--- config.mk ---
export PLATFORM = sky130hd
export DESIGN_NAME = kbd_port_flat
export DESIGN_NICKNAME = d
export VERILOG_FILES = /design/src/rtl/kbd_port_if.sv /design/src/rtl/kbd_port.sv /design/src/flat_wrapper.sv
export SDC_FILE = /design/constraint.sdc
export NUM_CORES = 1
export LEC_CHECK = 0
export BUFFER_PORTS_ARGS = -buffer_cell sky130_fd_sc_hd__buf_2
export CORE_MARGIN = 3
export CORE_UTILIZATION = 53
export CTS_CLUSTER_SIZE = 12
export DETAILED_ROUTE_END_ITERATION = 10
export GPL_TIMING_DRIVEN = 0
export PLACE_DENSITY_LB_ADDON = 0.25
export SLEW_MARGIN = 0
export SYNTH_ARGS = -nofsm -noshare
export SYNTH_HDL_FRONTEND = slang
export SYNTH_SLANG_ARGS = --single-unit
export TNS_END_PERCENT = 1
--- constraint.sdc ---
create_clock -name clk50 -period 2.65 [get_ports clk50]
set_input_delay 0.1325 -clock clk50 [delete_from_list [all_inputs] [get_ports clk50]]
set_output_delay 0.1325 -clock clk50 [all_outputs]
set_load 0.05 [all_outputs]
--- src/rtl/kbd_port_if.sv ---
// Register-bus interface of the keyboard port: one status and one data
// register selected by bus_sel, with one-cycle read/write strobes.
interface kbd_port_if;
   logic        bus_sel;
   logic        bus_rd;
   logic        bus_wr;
   logic [15:0] bus_wdata;
   logic [15:0] bus_rdata;

   modport master (
      output bus_sel,
      output bus_rd,
      output bus_wr,
      output bus_wdata,
      input  bus_rdata
   );

   modport slave (
      input  bus_sel,
      input  bus_rd,
      input  bus_wr,
      input  bus_wdata,
      output bus_rdata
   );
endinterface

--- src/rtl/kbd_port.sv ---
// UKNC-style keyboard port: takes keycodes from an upstream scanner through
// a press_btn/read handshake and buffers them in a small FIFO. The CPU side
// sees them through status (177700) and data (177702) registers. A two-state
// FSM drives a level interrupt that stays quiet after an acknowledge until
// the CPU pops a code or re-enables interrupts.
module kbd_port #(
   parameter int DEPTH = 4
) (
   input  logic       clk50,
   input  logic       rst,
   input  logic       press_btn,
   input  logic [7:0] keycode,
   output logic       read,
   kbd_port_if.slave  bus,
   output logic       irq,
   input  logic       irq_ack
);

   localparam int AW = $clog2(DEPTH);
   localparam int CW = $clog2(DEPTH + 1);

   localparam logic [0:0] ST_IDLE = 1'b0;
   localparam logic [0:0] ST_REQ  = 1'b1;

   logic [7:0]    r_mem [DEPTH];
   logic [AW-1:0] r_wptr;
   logic [AW-1:0] r_rptr;
   logic [CW-1:0] r_count;
   logic          r_read;
   logic          r_blank;
   logic          r_ovf;
   logic          r_ie;
   logic          r_armed;
   logic [15:0]   r_rdata;
   logic [0:0]    r_state;
   logic [0:0]    w_state_nxt;

   logic          w_full;
   logic          w_empty;
   logic          w_offer;
   logic          w_null;
   logic          w_accept;
   logic          w_push;
   logic          w_overflow;
   logic          w_pop;
   logic          w_reg_wr;
   logic          w_ie_rise;
   logic [15:0]   w_status;

   assign w_full  = (r_count == CW'(DEPTH));
   assign w_empty = (r_count == '0);

   // Upstream is only looked at outside the read pulse and the blank cycle
   // after it, so a press_btn that has not yet dropped is never taken twice.
   assign w_offer    = press_btn & ~r_read & ~r_blank;
   assign w_null     = (keycode == 8'h00);
   assign w_accept   = w_offer & (w_null | ~w_full);
   assign w_push     = w_accept & ~w_null;
   assign w_overflow = w_offer & ~w_null & w_full;

   assign w_pop     = bus.bus_rd & bus.bus_sel & ~w_empty;
   // A read strobe wins over a simultaneous write strobe.
   assign w_reg_wr  = bus.bus_wr & ~bus.bus_rd & ~bus.bus_sel;
   assign w_ie_rise = w_reg_wr & bus.bus_wdata[6] & ~r_ie;

   assign w_status = {r_ovf, 7'b0, ~w_empty, r_ie, 6'b0};

   assign read          = r_read;
   assign irq           = (r_state == ST_REQ);
   assign bus.bus_rdata = r_rdata;

   // Upstream handshake: one-cycle read acknowledge followed by a blank cycle.
   always_ff @(posedge clk50 or negedge rst) begin
      // NOTE: state registers use non-blocking assignments so every flop
      // samples pre-edge values regardless of block ordering.
      if (!rst) begin
         r_read  <= 1'b0;
         r_blank <= 1'b0;
      end else begin
         r_read  <= w_accept;
         r_blank <= r_read;
      end
   end

   // FIFO storage; contents are only meaningful below the count.
   // NOTE: the storage array has no reset so it maps onto plain RAM/regfile
   // cells; pointers and count alone define what is valid.
   always_ff @(posedge clk50) begin
      if (w_push) r_mem[r_wptr] <= keycode;
   end

   // FIFO pointers and occupancy count.
   always_ff @(posedge clk50 or negedge rst) begin
      if (!rst) begin
         r_wptr  <= '0;
         r_rptr  <= '0;
         r_count <= '0;
      end else begin
         if (w_push) r_wptr <= r_wptr + AW'(1);
         if (w_pop)  r_rptr <= r_rptr + AW'(1);
         case ({w_push, w_pop})
            2'b10:   r_count <= r_count + CW'(1);
            2'b01:   r_count <= r_count - CW'(1);
            default: r_count <= r_count;
         endcase
      end
   end

   // Control bits: sticky overflow and interrupt enable.
   always_ff @(posedge clk50 or negedge rst) begin
      if (!rst) begin
         r_ovf <= 1'b0;
         r_ie  <= 1'b0;
      end else begin
         if (w_reg_wr) r_ie <= bus.bus_wdata[6];
         // A fresh overflow in the same cycle as a clear keeps the flag set.
         if (w_overflow)                        r_ovf <= 1'b1;
         else if (w_reg_wr && bus.bus_wdata[15]) r_ovf <= 1'b0;
      end
   end

   // Registered read data; held between read strobes.
   always_ff @(posedge clk50 or negedge rst) begin
      if (!rst) begin
         r_rdata <= 16'h0000;
      end else if (bus.bus_rd) begin
         if (!bus.bus_sel)  r_rdata <= w_status;
         else if (!w_empty) r_rdata <= {8'h00, r_mem[r_rptr]};
         else               r_rdata <= 16'h0000;
      end
   end

   // Interrupt FSM next-state logic.
   always_comb begin
      // NOTE: default assignment first so no path leaves the signal unassigned
      // and no latch is inferred.
      w_state_nxt = r_state;
      case (r_state)
         ST_IDLE: if (r_ie && !w_empty && r_armed)     w_state_nxt = ST_REQ;
         ST_REQ:  if (irq_ack || !r_ie || w_empty)     w_state_nxt = ST_IDLE;
         default: w_state_nxt = ST_IDLE;
      endcase
   end

   // Interrupt FSM state and re-arm flag: an acknowledge disarms the request
   // until a pop or a 0->1 write of IE.
   always_ff @(posedge clk50 or negedge rst) begin
      if (!rst) begin
         r_state <= ST_IDLE;
         r_armed <= 1'b1;
      end else begin
         r_state <= w_state_nxt;
         if (w_pop || w_ie_rise)              r_armed <= 1'b1;
         else if (r_state == ST_REQ && irq_ack) r_armed <= 1'b0;
      end
   end

endmodule

--- src/flat_wrapper.sv ---
// flat-port wrapper written by rule: the top's interface ports become plain ports
module kbd_port_flat 
#(
   parameter int DEPTH = 4
)
  (clk50, rst, press_btn, keycode, read, irq, irq_ack, bus_bus_sel, bus_bus_rd, bus_bus_wr, bus_bus_wdata, bus_bus_rdata);
  kbd_port_if bus_i ();
  input  logic clk50;
  input  logic rst;
  input  logic press_btn;
  input  logic [7:0] keycode;
  output logic read;
  output logic irq;
  input  logic irq_ack;
  input wire logic [$bits(bus_i.bus_sel)-1:0] bus_bus_sel;
  input wire logic [$bits(bus_i.bus_rd)-1:0] bus_bus_rd;
  input wire logic [$bits(bus_i.bus_wr)-1:0] bus_bus_wr;
  input wire logic [$bits(bus_i.bus_wdata)-1:0] bus_bus_wdata;
  output wire logic [$bits(bus_i.bus_rdata)-1:0] bus_bus_rdata;
  assign bus_i.bus_sel = bus_bus_sel;
  assign bus_i.bus_rd = bus_bus_rd;
  assign bus_i.bus_wr = bus_bus_wr;
  assign bus_i.bus_wdata = bus_bus_wdata;
  assign bus_bus_rdata = bus_i.bus_rdata;
  kbd_port #(.DEPTH(DEPTH)) u_core (.clk50(clk50), .rst(rst), .press_btn(press_btn), .keycode(keycode), .read(read), .bus(bus_i), .irq(irq), .irq_ack(irq_ack));
endmodule
# After elaboration in Yosys (flattened, before gate mapping)
# Memories as Yosys holds them, arrays and structs flattened.
# Index checks and enable logic that the tools add are counted.
# totals
out_inout_bits	18
ram_bits	32
regBits	29
inputBits	31
n_memories	1
elab_cells	66
# classes
bitwise_logic	22
n_eq_ne	3
n_reduce_logical	14
mux	12
n_addsub	4
# mem_list
memory	words	word_bits	rd	rd_clocked_by_memory_dff	wr	line_no	source
u_core.r_mem	4	8	1	0	1	kbd_port.sv:25	logic [7:0] r_mem [DEPTH];
# op_table
operator	n
$mux 16	1
$and 1x1->1	12
$not 1->1	9
$logic_not 8->1	1
$mux 1	8
$mux 8	1
$pmux 3 s2	1
$reduce_bool 2->1	3
$add 2x1->2 const B	2
$logic_and 1x1->1	4
$add 3x1->3 const B	1
$eq 3x3->1 const B	1
$logic_not 3->1	1
$logic_or 1x1->1	3
$sub 3x1->3 const B	1
$eq 2x1->1 const B	1
$eq 2x2->1 const B	1
$logic_not 1->1	2
$pmux 1 s2	1
$or 1x1->1	1

# Logic depth before layout (Yosys ltp)
# logic_depth
word_depth	7
depth_mapped	9
depth_no_buf	9

# Worst setup path after synthesis
# Ideal clock, no wire load.
# synth_timing
path_kind	reg2reg
start	register u_core.r_read (netlist: u_core.read)
end	register u_core.r_count[1]
stages_incl_launch_ff	8
n_path_buf	0
t_required_ps	2567
period_less_slack_ps	2304
slack_ps	346
arrival_ps	2221
setup_time_ps	83
path_cell_list	dfrtp_1 > or3b_4 > a211oi_4 > inv_1 > ha_1 > inv_1 > fa_1 > o21ai_0
# synth_via
elab_chain_cells	7
elab_cells_between_ends	9
cone_classes	2 x eq/ne; 1 x mux; 5 x bitwise; 1 x reduce/logical
# synth_rtl
item	line_no	source
from (decl)	kbd_port.sv:29	logic r_read;
from (signal assigned)	kbd_port.sv:80	r_read <= w_accept;
$not 1->1 *	kbd_port.sv:55	assign w_offer = press_btn & ~r_read & ~r_blank;
$and 1x1->1 * (2 in series)	kbd_port.sv:55	
$and 1x1->1 *	kbd_port.sv:57	assign w_accept = w_offer & (w_null | ~w_full);
$and 1x1->1 *	kbd_port.sv:58	assign w_push = w_accept & ~w_null;
$eq 2x1->1 or $eq 2x2->1 (tied branches)	kbd_port.sv:101	case ({w_push, w_pop})
$pmux 3 s2 or $reduce_bool 2->1 (tied branches)	--	
to (signal assigned)	kbd_port.sv:102	2'b10: r_count <= r_count + CW'(1);
to (signal assigned)	kbd_port.sv:103	2'b01: r_count <= r_count - CW'(1);
to (signal assigned)	kbd_port.sv:104	default: r_count <= r_count;
to (decl)	kbd_port.sv:28	logic [CW-1:0] r_count;
# Every way passes the cells marked *; elsewhere a longest branch is shown, timed or not.
# A chain may end at the register's enable or synchronous reset.

# Final worst setup path
# layout_timing
start	register u_core.r_count[0]
end	register u_core.r_count[2]
# layout_via
elab_chain_cells	7
elab_cells_between_ends	14
cone_classes	2 x add/sub; 3 x eq/ne; 1 x mux; 6 x bitwise; 2 x reduce/logical
# layout_rtl
item	line_no	source
$eq 3x3->1	kbd_port.sv:50	assign w_full = (r_count == CW'(DEPTH));
$not 1->1	kbd_port.sv:57	
$or 1x1->1	kbd_port.sv:57	
$and 1x1->1	kbd_port.sv:57	
$and 1x1->1	kbd_port.sv:58	
$eq 2x1->1 or $eq 2x2->1 (tied branches)	kbd_port.sv:101	
$pmux 3 s2 or $reduce_bool 2->1 (tied branches)	--	
# Parallel ways exist; a longest one is shown, timed or not.

==> impl_metrics.csv <==
group,metric,value,unit
timing,final.min_clock_period,2290,ps
timing,fin_crit_sh,0.865,
status,outcome,"finished, final reports clean",
timing,setup_ws,357,ps
synth,synth_common_cells,"edfxtp_1, dfrtp_1, inv_1, nand2_1, mux4_2",
synth,synth-edff-count,32,
clock_network,cts_made_buffers,5,
timing,slew_viol_final,0,
synth,yosys-top-cells-area,"edfxtp_1, dfrtp_1, mux4_2",
timing,rsz0062_at_grt,"no",
floorplan,std_cell_rows,23,
global_routing,grt_pass1_wl,6090,um
clock_network,clkTransAtPathRegs,90,ps
clock_network,worstSkewPairLatency,300,ps
clock_network,post_cts_buffers,0,
floorplan,core,0.00409,mm^2
timing,hold_ws,66.2,ps
clock_network,cts_hold_buf,1,
floorplan,dieArea,0.00512,mm^2
timing,max_freq,436,MHz
timing,fin_skew,4.86,ps
global_routing,grt_start_max_net_pins,23,
synth,synth_top_area_frac,0.422,
routing,viasPerCell,5.26,
layout,syn_to_final_growth,14.9,%
synth,yosys_warnings,0,
synth,synth.avg_cell_area,15.3,um^2
placed_design,hpwl,2800,um
global_routing,track_usage,0.162,
setup_path,rrSetupSlack,360,ps
floorplan,die_w,71.6,um
pwr,ir_drop,0.508,mV
clock_network,cts-root-buf,"clkbuf_8",
setup_path,reg2reg_from,"u_core.r_count[0]",
routing,firstDrtPassIters,4,
setup_path,startpoint_type,"flop",
routing,antenna_left,0,
routing,wire_per_inst,15.8,um
timing,tightest_slew,586,ps
clock_network,tritoncts,"done",
synth,synthFlopType,"edfxtp_1",
setup_path,crit_type,"reg2reg",
global_routing,grt-ovfl-total,0,
layout,nNetsFinal,227,
layout,antenna_cells,0,
timing,setup_viol,0,
routing,drt_iter0_drc,53,
setup_path,crit_end,"u_core.r_count[2]",
synth,synthMostInstantiatedCell,"edfxtp_1",
clock_network,cts_buffer_depth,2,
synth,ys_seq_area_frac,0.664,
timing,fin_setup_tns,0,ps
timing,relSlewSlack,0.608,
setup_path,r2r_cells,9,
pwr,leakage,1.08,nW
synth,synth_area_leader_cell,"edfxtp_1",
setup_path,cp_max_fo,7,
min_path,hold_start,"keycode[1]",
setup_path,end_kind,"flop",
timing,hold_viol_final,0,
synth,synth-async-reset-ratio,0.407,
global_routing,grt_pass1_vias,1253,
synth,synth_cell_types,36,
clock_network,htree_levels,2,
floorplan,start_util,0.558,
min_path,min_path_type,"in2reg",
placed_design,portBuffers,27,
global_routing,antenna_found_initial,0,
synth,ys_ff_latch,54,
layout,final_layout_size_suffix_gt1_frac,0.314,
clock_network,cts_resized,0,
floorplan,design.portCount,49,
routing,post-route-drc-count,0,
placed_design,place_ws,353,ps
synth,postSynthCellCount,149,
placed_design,place_congestion,0.798,
setup_path,critical_path_arrival,2520,ps
routing,routed_wl,3810,um
routing,dr_total_vias,1268,
floorplan,dieHeight,71.6,um
pwr,powerDensity,1050,mW/mm^2
synth,netlist_area,0.00228,mm^2
setup_path,crit_required,2880,ps
layout,n_fill_cell,311,
setup_path,reg2reg_to,"u_core.r_count[2]",
setup_path,crit_path_start,"u_core.r_count[0]",
flow_run,maxCapViolations,0,
clock_network,cts.sinks,54,
[flip-flops by register name (all words and copies together) (netlist names), 2 cells and up]
name and flops:
u_core.r_mem 32, u_core.bus.bus_rdata 9, u_core.r_rptr 2, u_core.r_count 3
u_core.r_wptr 2
[metrics by stage]
step,total power (W),std cells,instance area (um^2),utilization
2_1_floorplan,0.00201,155,2300,-
3_3_place_gp,0.00219,232,2500,0.611
3_5_place_dp,0.00225,232,2500,0.611
4_1_cts,0.00278,241,2620,0.641
5_1_grt,0.00293,241,2620,0.641
6_report,0.00276,241,2620,0.641
[power breakdown]
group	total (W)	leakage [nW]	switching, W	internal, W
sequential	0.00124	0.562	0.000119	0.00112
combinational	0.000981	0.463	0.000602	0.000378
clock	0.000533	0.0579	0.000255	0.000278
total	0.00276	1.08	0.000976	0.00178
[worst max-delay path: stages, from the launching register on]
cell and delay [ps]:
dfrtp_1 440, nor3b_1 540, a211oi_4 120, inv_1 90
ha_1 180, inv_1 70, fa_1 370, xor2_1 150
nor2_1 110, xor2_1 150
[metal layers]
layer / share of wire / routed length [um] / up-vias / global-route usage
met1: 0.44 / 1680 / 642 / 0.211
met3: 0.051 / 196 / 4 / 0.0505
met5: 0 / 0 / - / 0
met2: 0.50 / 1900 / 30 / 0.265
li1: - / - / 592 / -
met4: 0.0087 / 33 / 0 / 0.0438
[final cells by class]
type                            count  area [um^2]  area share
Sequential cell                    54         1510       0.578
Multi-Input combinational cell     75          662       0.253
Timing Repair Buffer               28          145      0.0554
Buffer                             11         70.1      0.0268
Clock buffer                        5         68.8      0.0263
Tap cell                           50         62.6      0.0239
Inverter                           15         56.3      0.0215
Clock inverter                      3         40.0      0.0153
[kinds of logic after synthesis]
kind of cell    share of synthesized area
simple gates                       0.0730
flops                               0.664
compound gates                     0.0516
xor+xnor                           0.0231
buf+inv                            0.0555
other cells                       0.00165
fa+ha+maj                          0.0362
mux                                0.0950
[placed cells by master (no fill, tap or decap), types with 2 or more instances in the layout]
cell      instances
and2_1            4
buf_2            29
buf_4             7
clkbuf_1          2
clkbuf_8          5
clkinv_2          2
conb_1            7
dfrtp_1          21
edfxtp_1         32
ha_1              5
inv_1            15
mux4_2            8
nand2_1          12
nor2_1            2
nor2b_1           2
nor3b_1           3
nor4_2            2
o21ai_1           7
xnor2_1           3
xor2_1            3
[worst min path at each step]
stage | end | slack [ps] | cells past startpoint
floorplan | u_core.bus.bus_rdata[0] | -160 | 0
global placement | u_core.bus.bus_rdata[15] | 110 | 1
detailed placement | u_core.bus.bus_rdata[15] | 120 | 1
CTS | u_core.r_mem[0][1] | 60 | 1
global route | u_core.r_mem[2][1] | 50 | 1
finish | u_core.r_mem[0][1] | 70 | 1
Power figures use the tool's default switching activity.
